File: config.mk
export PLATFORM = sky130hd
export DESIGN_NAME = mgr_mem_ctrl
export DESIGN_NICKNAME = d
export VERILOG_FILES = /design/src/rtl/mgr_mem_ctrl.sv
export SDC_FILE = /design/constraint.sdc
export NUM_CORES = 1
export LEC_CHECK = 0
export ABC_CLOCK_PERIOD_IN_PS = 3900
export BUFFER_PORTS_ARGS = -buffer_cell sky130_fd_sc_hd__buf_2
export CAP_MARGIN = 20
export CORE_ASPECT_RATIO = 1.2
export CORE_MARGIN = 4
export CORE_UTILIZATION = 43
export DETAILED_ROUTE_END_ITERATION = 6
export PLACE_DENSITY = 0.7
export RECOVER_POWER = 100
export SLEW_MARGIN = 20
export SYNTH_ARGS = -nofsm -noshare
export SYNTH_HDL_FRONTEND = slang
export SYNTH_SLANG_ARGS = --single-unit
File: constraint.sdc
create_clock -name clk -period 3.9 [get_ports clk]
set_clock_uncertainty 0.05 [all_clocks]
set_input_delay 0.39 -clock clk [delete_from_list [all_inputs] [get_ports clk]]
set_output_delay 0.39 -clock clk [all_outputs]
set_load 0.03 [all_outputs]
File: src/rtl/mgr_mem_ctrl.sv
// AHB-Lite burst manager: turns read/write burst commands into
// INCR/SINGLE AHB transfers with BUSY stalls and 2-cycle error handling.
module mgr_mem_ctrl #(
  parameter int ADDR_W = 32,
  parameter int DATA_W = 32
) (
  input  logic              clk,
  input  logic              reset,
  input  logic              cmd_valid,
  output logic              cmd_ready,
  input  logic              cmd_write,
  input  logic [ADDR_W-1:0] cmd_addr,
  input  logic [2:0]        cmd_size,
  input  logic [3:0]        cmd_len,
  input  logic [DATA_W-1:0] wr_data,
  input  logic              wr_valid,
  output logic              wr_ready,
  output logic [DATA_W-1:0] rd_data,
  output logic              rd_valid,
  output logic              done,
  output logic              err,
  output logic [ADDR_W-1:0] haddr,
  output logic [1:0]        htrans,
  output logic              hwrite,
  output logic [2:0]        hsize,
  output logic [2:0]        hburst,
  output logic [DATA_W-1:0] hwdata,
  input  logic [DATA_W-1:0] hrdata,
  input  logic              hready,
  input  logic              hresp
);

  typedef enum logic [2:0] {
    S_IDLE,
    S_CHECK,
    S_ACTIVE,
    S_DRAIN,
    S_ERROR
  } state_t;

  localparam logic [1:0] T_IDLE = 2'b00;
  localparam logic [1:0] T_BUSY = 2'b01;
  localparam logic [1:0] T_NSEQ = 2'b10;
  localparam logic [1:0] T_SEQ  = 2'b11;

  state_t state, state_n;

  logic              c_write;
  logic [ADDR_W-1:0] c_addr;
  logic [2:0]        c_size;
  logic [3:0]        c_len;
  logic [3:0]        left;
  logic              dphase;
  logic              dlast;

  logic              bad;
  logic              in_bus;
  logic              e_hit;
  logic              a_cmp;
  logic              d_cmp;
  logic              iss;
  logic              first;
  logic              bsy;
  logic              idl;
  logic [ADDR_W-1:0] nxt;
  logic [ADDR_W-1:0] iss_addr;
  logic [1:0]        iss_trans;

  assign bad = (c_size > 3'd2)
             || (c_size == 3'd1 && c_addr[0])
             || (c_size == 3'd2 && c_addr[1:0] != 2'b00);

  assign nxt    = haddr + (ADDR_W'(1) << c_size);
  assign in_bus = (state == S_ACTIVE) || (state == S_DRAIN);
  assign e_hit  = in_bus && dphase && hresp;
  assign a_cmp  = (state == S_ACTIVE) && htrans[1] && hready && !e_hit;
  assign d_cmp  = in_bus && dphase && hready && !hresp;

  assign cmd_ready = (state == S_IDLE);
  assign wr_ready  = a_cmp && c_write;

  // BUSY already holds the stalled beat's address
  assign iss_addr  = first ? c_addr :
                     (htrans == T_BUSY) ? haddr : nxt;
  assign iss_trans = (first || iss_addr[9:0] == 10'd0) ? T_NSEQ : T_SEQ;

  always_ff @(posedge clk) begin
    if (reset) state <= S_IDLE;
    else       state <= state_n;
  end

  // wr_valid sampled when a write beat's address completes also
  // decides whether the following beat may go out or must BUSY
  always_comb begin
    state_n = state;
    iss     = 1'b0;
    first   = 1'b0;
    bsy     = 1'b0;
    idl     = 1'b0;
    case (state)
      S_IDLE:  if (cmd_valid) state_n = S_CHECK;
      S_CHECK: state_n = bad ? S_IDLE : S_ACTIVE;
      S_ACTIVE: begin
        if (e_hit) begin
          idl     = 1'b1;
          state_n = hready ? S_IDLE : S_ERROR;
        end else if (hready) begin
          unique case (1'b1)
            htrans == T_IDLE: begin
              iss   = !c_write || wr_valid;
              first = !c_write || wr_valid;
            end
            htrans == T_BUSY: iss = wr_valid;
            default: begin
              if (left == 4'd0) begin
                idl     = 1'b1;
                state_n = S_DRAIN;
              end else if (c_write && !wr_valid) begin
                bsy = 1'b1;
              end else begin
                iss = 1'b1;
              end
            end
          endcase
        end
      end
      S_DRAIN: begin
        if (e_hit)               state_n = hready ? S_IDLE : S_ERROR;
        else if (d_cmp && dlast) state_n = S_IDLE;
      end
      S_ERROR: if (hready) state_n = S_IDLE;
      default: state_n = S_IDLE;
    endcase
  end

  always_ff @(posedge clk) begin
    if (reset) begin
      c_write  <= 1'b0;
      c_addr   <= '0;
      c_size   <= '0;
      c_len    <= '0;
      left     <= '0;
      dphase   <= 1'b0;
      dlast    <= 1'b0;
      haddr    <= '0;
      htrans   <= T_IDLE;
      hwrite   <= 1'b0;
      hsize    <= '0;
      hburst   <= '0;
      hwdata   <= '0;
      rd_data  <= '0;
      rd_valid <= 1'b0;
      done     <= 1'b0;
      err      <= 1'b0;
    end else begin
      rd_valid <= 1'b0;
      done     <= 1'b0;
      err      <= 1'b0;
      if (state == S_IDLE && cmd_valid) begin
        c_write <= cmd_write;
        c_addr  <= cmd_addr;
        c_size  <= cmd_size;
        c_len   <= cmd_len;
      end
      if (state == S_CHECK && bad) err <= 1'b1;
      if (iss) begin
        haddr  <= iss_addr;
        htrans <= iss_trans;
        left   <= first ? c_len : left - 4'd1;
      end
      if (iss && first) begin
        hwrite <= c_write;
        hsize  <= c_size;
        hburst <= (c_len == 4'd0) ? 3'b000 : 3'b001;
      end
      if (bsy) begin
        haddr  <= nxt;
        htrans <= T_BUSY;
      end
      if (idl) htrans <= T_IDLE;
      if (a_cmp) begin
        dphase <= 1'b1;
        dlast  <= (left == 4'd0);
        if (c_write) hwdata <= wr_data;
      end else if (e_hit || (dphase && hready)) begin
        dphase <= 1'b0;
      end
      if (d_cmp && !c_write) begin
        rd_valid <= 1'b1;
        rd_data  <= hrdata;
      end
      if (d_cmp && dlast)               done <= 1'b1;
      if (e_hit && hready)              err  <= 1'b1;
      if (state == S_ERROR && hready)   err  <= 1'b1;
    end
  end

endmodule
Word-level counts from Yosys, hierarchy flattened

Cells that the tools add are included.

Logic and storage cells: 129
Bits in writable memories: 0
ROM bits: 0
Flip-flop bits (word level): 157
Latch bits: 0
Memories kept: 0

Shift-type cells: 1
Divide/modulo/power cells: 0
Add/subtract/negate cells: 2
Multiplexer cells: 48
Equal/unequal tests: 14
Bitwise logic cells: 0
Multiply operators: 0
Reductions and logical operators: 43
$lt $le $gt $ge: 1

Operator list:

| cell                   | number |
|---|---|
| $mux W32               | 4 |
| $add A32 B32 Y32       | 1 |
| $shl A1 B3 Y32 const A | 1 |
| $mux W1                | 31 |
| $mux W3                | 9 |
| $logic_and A1 B1 Y1    | 19 |
| $pmux W3 S5            | 1 |
| $logic_not A10 Y1      | 1 |
| $eq A3 B2 Y1 const B   | 3 |
| $ne A3 B3 Y1 const B   | 3 |
| $logic_not A4 Y1       | 2 |
| $eq A3 B1 Y1 const B   | 2 |
| $logic_or A1 B1 Y1     | 6 |
| $ne A3 B2 Y1 const B   | 2 |
| $reduce_and A6 Y1      | 1 |
| $reduce_bool A2 Y1     | 3 |
| $logic_not A1 Y1       | 4 |
| $mux W4                | 1 |
| $ne A2 B2 Y1 const B   | 2 |
| $reduce_and A2 Y1      | 2 |
| $reduce_or A2 Y1       | 2 |
| $sub A4 B1 Y4 const B  | 1 |
| $eq A3 B3 Y1 const B   | 1 |
| $gt A3 B2 Y1 const B   | 1 |
| other kinds (6)        | 6 |

Longest topological paths before layout

Gate-level depths: netlist of the first run.

Depth in word-level cells: 12
Gate-level depth with buffers: 12
Depth with buffers taken out: 11

Worst setup path before layout of the first run

No wires, ideal clock.

Path kind: flip-flop to flip-flop
Start: register c_size[0]
End: register haddr[24]
Arrival: 2.918 ns
Library setup time: 0.074 ns
Clock period less this slack: 3.043 ns
Slack: 0.857 ns
Path buffers: 1
Stages on the path, launching flop included: 12
Cell sequence: dfxtp_1 > clkbuf_1 > nor3b_1 > inv_1 > fa_1 > nand2b_1 > a211oi_1 > o211ai_1 > nor2_1 > nand2_1 > or4_1 > a31oi_1

Word-level cells in the longest chain between the ends: 6

RTL lines:

| item                   | line | source |
|---|---|---|
| start, declared        | 50   | `logic [2:0] c_size;` |
| start signal, assigned | 162  | `c_size <= cmd_size;` |
| $shl A1 B3 Y32 (*)     | 73   | `assign nxt = haddr + (ADDR_W'(1) << c_size);` |
| $add A32 B32 Y32 (*)   | 73   |  |
| $mux W32               | 84   | `(htrans == T_BUSY) ? haddr : nxt;` |
| $mux W32               | 83   | `assign iss_addr = first ? c_addr :` |
| $mux W32               | 166  | `if (iss) begin` |
| $mux W32 (*)           | 176  | `if (bsy) begin` |
| end signal, assigned   | 167  | `haddr <= iss_addr;` |
| end signal, assigned   | 177  | `haddr <= nxt;` |
| end, declared          | 22   | `output logic [ADDR_W-1:0] haddr,` |

Mark *: on every way between the ends. The rest lies on a longest branch, timed or not. The select of a mux whose other input is x is not followed.
A chain may end at the register's enable or synchronous reset.

Worst setup path after layout of the first run

Start: input port reset
End: register haddr[3]

RTL lines:

| item            | line | source |
|---|---|---|
| start, declared | 8    | `input logic reset,` |

No word-level cell between the ends.

==> results of run 1 <==
cell usage after synthesis (6+ instances only):
master    instances  area share [%]
nor3_1           11            0.78
inv_1            12            0.64
nand2_1         267              14
xor2_1            7            0.87
or3_1             6            0.53
clkbuf_1         53             2.8
dfxtp_1         155              44
nor2_1           56             3.0
a31oi_1          18             1.6
a22oi_1          20             2.1
a21oi_1         141              10
nand3_1          13            0.92
nor3b_1           8            0.85
o21ai_0          27             1.9
o211ai_1          6            0.64
ha_1              9             1.6
and3_1            8            0.71
nand2b_1         10            0.89
per-layer routing:
layer	vias to the layer above	part of all wire [%]	GRT usage, %
met2	241	50	39.1
li1	3598	-	-
met5	-	0	0
met4	0	1.8	7.10
met1	3382	41	26.5
met3	26	7.6	7.18
layout make-up:
type	count	share of cell area [%]
Sequential cell	155	35.6
Clock inverter	15	2.19
Tap cell	212	3.04
Multi-Input combinational cell	697	41.5
Timing Repair Buffer	236	12.3
Inverter	13	0.559
Clock buffer	17	4.88
worst paths after layout:
| kind | from | end | slack [ps] | depth (start not counted) |
|---|---|---|---|---|
| max | reset | haddr[3] | 570 | 3 |
| min | hrdata[24] | rd_data[24] | 150 | 3 |
| max reg2reg | c_size[0] | haddr[24] | 590 | 11 |
| min reg2reg | hwdata[10] | hwdata[10] | 400 | 2 |
worst reg2reg max path: cells and delay by family (launching register included):
family                   cells  cell delay, ps
flip-flops                   1             490
buffers and inverters        2             300
adder cells (fa/ha/maj)      1             430
AND/OR/NAND/NOR              5            1360
AO/OA/AOI/OAI                3             600
per-stage QoR:
stage                     cell area (um2)  setup slack [ps]  instances  power, mW  hold slack (ps)
after global routing                 8730               229       1345       4.27              140
final                                8730               572       1345       4.09              146
after floorplan                      7050               857        930       2.19              382
after CTS                            8890               670       1345       4.13              131
after global placement               8270               700       1313       2.40              388
after detailed placement             8270               684       1313       2.40              393
state kept, by name, summed over array words and instances (netlist names), 2 cells and up:
name and flops:
left 4, c_len 4, htrans 2, c_addr 32, rd_data 32, state 3, c_size 3, hsize 3
haddr 32, hwdata 32
cells by family after synthesis:
family | count (synthesis) | share of synthesized area [%]
and+or+nand+nor | 414 | 25.8
AOI/OAI and AO/OA | 258 | 22.0
DFF | 155 | 44.0
buffers and inverters | 78 | 4.67
xor gates and xnor gates | 11 | 1.37
adders and majority gates | 10 | 1.88
muxes | 2 | 0.284
other | 1 | 0.0532
power breakdown:
| group | switching, mW | internal (mW) | leakage, nW |
|---|---|---|---|
| Sequential | 0.0838 | 1.66 | 1.26 |
| Clock | 0.709 | 1.02 | 0.302 |
| Combinational | 0.400 | 0.215 | 1.63 |
==> flow_metrics.env, run 1 <==
export IMPL_status="finished, violations left"
export IMPL_violations="capacitance limit, slew limit"
export IMPL_arrival_ps=3540
export IMPL_worst_slew_pin_slew_ps=3040
export IMPL_cts_made_buffers=17
export IMPL_seq_area_frac_synth_pct=44.0
export IMPL_period_needed_ps=3330
export IMPL_place_congestion=0.915
export IMPL_gr_total_overflow=0
export IMPL_critPathMaxFanout=67
export IMPL_wl_per_cell_um=15.7
export IMPL_worstPathRequired_ps=4110
export IMPL_wl_mm=21.1
export IMPL_layout_common_cells="nand2_1 (267), dfxtp_1 (155), a21oi_1 (141)"
export IMPL_grt_pass1_vias=6900
export IMPL_htreeDepth=4
export IMPL_nFillCells=1666
export IMPL_start_util_pct=43.7
export IMPL_crit_type="input port to flop"
export IMPL_cts_tree="built"
export IMPL_nNetsFinal=1240
export IMPL_die_area_um2=18500
export IMPL_drc=0
export IMPL_power_density_nw_per_um2=469
export IMPL_insertion_delay_ps=420
export IMPL_ios=220
export IMPL_cts_buffer_depth=2
export IMPL_postRouteAntennaNets=0
export IMPL_drt_iter0_markers=529
export IMPL_fp_dieH_um=148
export IMPL_num_vias=7247
export IMPL_post_cts_buffers=0
export IMPL_ys_flop_type="dfxtp_1"
export IMPL_regArea_um2=3100
export IMPL_port_buffer_count=217
export IMPL_setup_viol=0
export IMPL_final_common_cell="nand2_1"
export IMPL_setup_tns_ps=0
export IMPL_max_cap_violations=1
export IMPL_dp_hpwl_mm=15.3
export IMPL_synthToLayoutAreaGrowth_pct=23.8
export IMPL_synth_cell_types=68
export IMPL_min_period_over_period_pct=85.3
export IMPL_first_pass_iters=5
export IMPL_postCtsResizedCells=0
export IMPL_design_core_area_um2=16100
export IMPL_hold_class="input port to flop"
export IMPL_crit_path_cell_trace="clkbuf_1, clkbuf_2, a21oi_1"
export IMPL_leakagePower_nw=3.19
export IMPL_groute_usage_overall_pct=22.5
export IMPL_syn_area_per_cell_um2=7.59
export IMPL_grt_max_degree=68
export IMPL_drive_above_1_share_pct=14.9
export IMPL_rows=51
export IMPL_hold_buffers=0
export IMPL_cts_root_buf="clkbuf_16"
export IMPL_clock_sinks=155
export IMPL_die_w_um=125
export IMPL_synth_edf_count=0
export IMPL_clk_pin_slew_ps=70
export IMPL_ys_warnings_count=0
export IMPL_max_slew_margin_pct=-102
export IMPL_postSynth_asyncResetShare_pct=0
export IMPL_cp_start_kind="input port"
export IMPL_viasPerCell=5.39
export IMPL_final_util_pct=54.0
export IMPL_vdd_drop_max_uv=331
export IMPL_ys_ff_latch=155
export IMPL_end_kind="flop"
export IMPL_path_delay_family="buffers and inverters"
export IMPL_syn_inst=929
export IMPL_antenna_found_initial=0
export IMPL_synth_area_um2=7050
export IMPL_hold_viol=0
export IMPL_path_buf_inv=2
export IMPL_multi_input_comb_area_um2=3620
export IMPL_rsz0062_at_grt="false"
export IMPL_fmax_mhz=300
export IMPL_cpMaxStageDelayCell="clkbuf_1"
export IMPL_antennaDiodeCount=0
export IMPL_grt_pass1_wl_mm=34.3
export IMPL_max_stage_delay_ps=2100
export IMPL_maxSlewViolCount=68
Note: power is estimated with default switching activity, not from simulation.
==> run 2, diff against run 1 <==
- ABC_CLOCK_PERIOD_IN_PS: 3900 -> 3100
- clock period: 3.9 -> 3.1 ns (I/O delays scaled with it)
==> run 2 against run 1 <==
Effect of this change: the flow now finishes without violations; combinational power is 28% higher; largest cell class unchanged; cell area up 0.23%; clock power up 14%; critical path type is now flop to flop.
==> flow_metrics.env, run 2 (synthesized netlist as in run 1, its figures left out) <==
export IMPL_status="complete, no violations"
export IMPL_antenna_found_initial=1
export IMPL_insertion_delay_ps=430
export IMPL_layout_common_cells="nand2_1 (266), dfxtp_1 (154), a21oi_1 (141)"
export IMPL_internal_power_mw=3.42
export IMPL_power_density_nw_per_um2=568
export IMPL_swShare_pct=31.1
export IMPL_grt_max_degree=51
export IMPL_groute_usage_overall_pct=22.5
export IMPL_grt_pass1_wl_mm=34.1
export IMPL_drc=0
export IMPL_design_core_area_um2=16100
export IMPL_p_comb_share_pct=15.9
export IMPL_die_area_um2=18500
export IMPL_hold_viol=0
export IMPL_wl_mm=21.4
export IMPL_cpMaxStageDelayCell="dfxtp_1"
export IMPL_ios=220
export IMPL_min_period_over_period_pct=92.5
export IMPL_rsz0062_at_grt="false"
export IMPL_gr_total_overflow=0
export IMPL_total_power_mw=4.97
export IMPL_cts_buffer_depth=2
export IMPL_dp_cells=1320
export IMPL_setup_viol=0
export IMPL_start_util_pct=43.7
export IMPL_dp_hpwl_mm=15.5
export IMPL_clock_sinks=155
export IMPL_fmax_mhz=349
export IMPL_drive_above_1_share_pct=16.1
export IMPL_clockPowerShare_pct=39.9
export IMPL_max_cap_violations=0
export IMPL_multi_input_comb_area_um2=3630
export IMPL_setup_tns_ps=0
export IMPL_place_congestion=0.920
export IMPL_die_w_um=125
export IMPL_worst_slew_pin_slew_ps=925
export IMPL_port_buffer_count=217
export IMPL_num_vias=7266
export IMPL_final_area_um2=8750
export IMPL_setup_ws_ps=232
export IMPL_vdd_drop_max_uv=295
export IMPL_max_slew_margin_pct=38.1
export IMPL_synthToLayoutAreaGrowth_pct=24.1
export IMPL_r2r_cells=7
export IMPL_hold_class="input port to flop"
export IMPL_p_sw_mw=1.54
export IMPL_layout_cells_non_filler=1352
export IMPL_cts_root_buf="clkbuf_16"
export IMPL_rows=51
export IMPL_place_ws_ps=105
export IMPL_worstPathRequired_ps=3340
export IMPL_crit_path_cell_trace="nor3b_4, and4_1, o211ai_1, nor2_1, or4b_1, a2111oi_2, a21oi_1"
export IMPL_crit_type="flop to flop"
export IMPL_power_frac_seq_pct=44.2
export IMPL_postRouteAntennaNets=0
export IMPL_hold_depth=3
export IMPL_placed_area_um2=8340
export IMPL_viasPerCell=5.37
export IMPL_grt_pass1_vias=6883
export IMPL_critPathMaxFanout=9
export IMPL_antennaDiodeCount=0
export IMPL_htreeDepth=4
export IMPL_fp_dieH_um=148
export IMPL_maxSlewViolCount=0
export IMPL_wl_per_cell_um=15.8
export IMPL_cts_tree="built"
export IMPL_arrival_ps=3110
export IMPL_cts_made_buffers=17
export IMPL_nNetsFinal=1247
export IMPL_first_pass_iters=5
export IMPL_hold_ws_ps=59.1
export IMPL_regArea_um2=3100
export IMPL_max_stage_delay_ps=490
export IMPL_final_util_pct=54.2
export IMPL_hold_buffers=0
export IMPL_end_kind="flop"
export IMPL_leakagePower_nw=3.20
export IMPL_period_needed_ps=2870
export IMPL_clk_pin_slew_ps=70
export IMPL_final_common_cell="nand2_1"
export IMPL_drt_iter0_markers=570
export IMPL_cp_start_kind="flop"
export IMPL_nFillCells=1683
==> run 2: critical path, delay by kind of cell (launching register included) <==
family             cells  cell delay (ps)
and+or+nand+nor        4             1510
DFF                    1              490
AOI/OAI and AO/OA      3              680
==> run 2: path summary, 6_finish.rpt <==
check / start / end / slack, ps
min: hrdata[22] / rd_data[22] / 60
max: state[1] / htrans[0] / 230
max reg2reg: state[1] / htrans[0] / 230
min reg2reg: rd_data[1] / rd_data[1] / 400
==> run 2: power groups by stage <==
stage	Combinational [mW]	Clock [mW]	Sequential, mW
floorplan	0.511	0	2.24
global placement	0.797	0	2.24
detailed placement	0.800	0	2.24
CTS	0.804	2.02	2.19
global route	0.875	2.11	2.21
finish	0.790	1.98	2.20
==> run 2: what timing repair did <==
item / 4_1_cts / 5_1_grt
buffers inserted: 0 / 0
setup endpoints to repair: 0 / 9
gates resized for setup: 0 / 6
==> run 2: final cells by class <==
cell class,count,share of cell area [%]
Timing Repair Buffer,243,13.1
Inverter,13,0.558
Clock buffer,17,4.86
Sequential cell,155,35.5
Multi-Input combinational cell,697,41.5
Clock inverter,15,1.47
Tap cell,212,3.03
==> run 2: routing by layer <==
layer / track usage [%] / vias up / share of wire (%)
met5: 0 / - / 0.033
met4: 9.54 / 2 / 3.3
met3: 7.11 / 56 / 8.0
met2: 38.4 / 257 / 49
met1: 26.3 / 3350 / 39
li1: - / 3601 / -
==> run 3, diff against run 2 <==
--- a/constraint.sdc
+++ b/constraint.sdc
@@ -3,3 +3,3 @@
 set_input_delay 0.31 -clock clk [delete_from_list [all_inputs] [get_ports clk]]
 set_output_delay 0.31 -clock clk [all_outputs]
-set_load 0.03 [all_outputs]
+set_load 0.01 [all_outputs]
==> run 3 against run 2 <==
Effect of this change: critical path depth up 5; maximum frequency fell by 1.4%; combinational power shrank 6.3%; highest routed layer unchanged.
==> flow_metrics.env, run 3 (synthesized netlist as in run 1, its figures left out) <==
export IMPL_viasPerCell=5.35
export IMPL_hold_buffers=0
export IMPL_design_core_area_um2=16100
export IMPL_crit_type="flop to flop"
export IMPL_final_util_pct=54.4
export IMPL_clock_sinks=155
export IMPL_die_w_um=125
export IMPL_status="complete, no violations"
export IMPL_power_density_nw_per_um2=568
export IMPL_drt_iter0_markers=548
export IMPL_start_util_pct=43.7
export IMPL_first_pass_iters=5
export IMPL_grt_pass1_wl_mm=33.9
export IMPL_antenna_found_initial=1
export IMPL_fmax_mhz=344
export IMPL_postRouteAntennaNets=0
export IMPL_die_area_um2=18500
export IMPL_grt_pass1_vias=6777
export IMPL_max_cap_violations=0
export IMPL_nNetsFinal=1249
export IMPL_worst_slew_pin_slew_ps=846
export IMPL_maxSlewViolCount=0
export IMPL_antennaDiodeCount=0
export IMPL_min_period_over_period_pct=93.9
export IMPL_ios=220
export IMPL_wl_per_cell_um=15.8
export IMPL_cts_tree="built"
export IMPL_worstPathRequired_ps=3390
export IMPL_final_common_cell="nand2_1"
export IMPL_htreeDepth=4
export IMPL_grt_max_degree=54
export IMPL_layout_common_cells="nand2_1 (267), dfxtp_1 (155), a21oi_1 (141)"
export IMPL_cts_made_buffers=17
export IMPL_leakagePower_nw=3.22
export IMPL_drc=0
export IMPL_cp_start_kind="flop"
export IMPL_fp_dieH_um=148
export IMPL_setup_viol=0
export IMPL_hold_class="input port to flop"
export IMPL_arrival_ps=3200
export IMPL_cts_root_buf="clkbuf_16"
export IMPL_synthToLayoutAreaGrowth_pct=24.6
export IMPL_end_kind="flop"
export IMPL_critPathMaxFanout=6
export IMPL_dp_hpwl_mm=15.4
export IMPL_vdd_drop_max_uv=370
export IMPL_wl_mm=21.4
export IMPL_port_buffer_count=217
export IMPL_setup_tns_ps=0
export IMPL_insertion_delay_ps=430
export IMPL_clk_pin_slew_ps=70
export IMPL_period_needed_ps=2910
export IMPL_groute_usage_overall_pct=22.3
export IMPL_cts_buffer_depth=2
export IMPL_drive_above_1_share_pct=15.9
export IMPL_place_congestion=0.909
export IMPL_num_vias=7242
export IMPL_nFillCells=1652
export IMPL_rows=51
export IMPL_gr_total_overflow=0
export IMPL_hold_viol=0
export IMPL_max_slew_margin_pct=43.6
## run 3: final timing paths
| kind | startpoint | to | slack [ps] | cells past startpoint |
|---|---|---|---|---|
| max | c_size[0] | haddr[28] | 190 | 12 |
| min | hrdata[18] | rd_data[18] | 60 | 3 |
| max reg2reg | c_size[0] | haddr[28] | 190 | 12 |
| min reg2reg | rd_data[13] | rd_data[13] | 400 | 2 |
## run 3: area by class of cell
cell class / count / area, um2 / area share [%]
sequential: 155 / 3100 / 35.3
clock buffer: 19 / 453 / 5.16
tap: 212 / 265 / 3.02
multi-input combinational: 697 / 3620 / 41.2
inverter: 13 / 48.8 / 0.555
timing repair buffer: 245 / 1160 / 13.2
clock inverter: 13 / 134 / 1.52
## run 3: routing by layer
metal	GRT usage, %	wire [um]	vias up
met5	0	7	-
met1	26.5	8710	3360
li1	-	-	3613
met3	7.87	1670	26
met4	7.00	338	2
met2	38.1	10700	241
## run 3: repair_timing
action / 4_1_cts / 5_1_grt
resized for setup: 0 / 2
buffers inserted: 0 / 2
endpoints found under the setup margin: 0 / 7
## run 3: per-stage QoR
| step | total power [mW] | area [um2] | hold slack, ps | instances | worst slack, ps |
|---|---|---|---|---|---|
| 5_1_grt | 5.21 | 8790 | 46.2 | 1354 | -0.477 |
| 3_5_place_dp | 3.00 | 8350 | 393 | 1320 | 99.2 |
| 2_1_floorplan | 2.71 | 7050 | 382 | 930 | 57.4 |
| 3_3_place_gp | 2.99 | 8350 | 388 | 1320 | 172 |
| 4_1_cts | 5.06 | 8940 | 43.1 | 1352 | 18.4 |
| 6_report | 4.99 | 8790 | 63.3 | 1354 | 190 |
## run 3: critical path, cell delays in order (launching register included)
cell and delay [ps]:
dfxtp_1 350, nor3_1 210, ha_1 200, inv_1 60, fa_1 380, nand2b_1 180, a211oi_1 200, buf_4 170
o211ai_1 130, nor2_2 190, nand2_1 100, or4_1 400, a31oi_1 200
## run 3: where the power goes
part	switching [mW]	internal, mW	total [mW]
clock	0.887	1.17	2.06
sequential	0.106	2.09	2.20
combinational	0.462	0.278	0.740
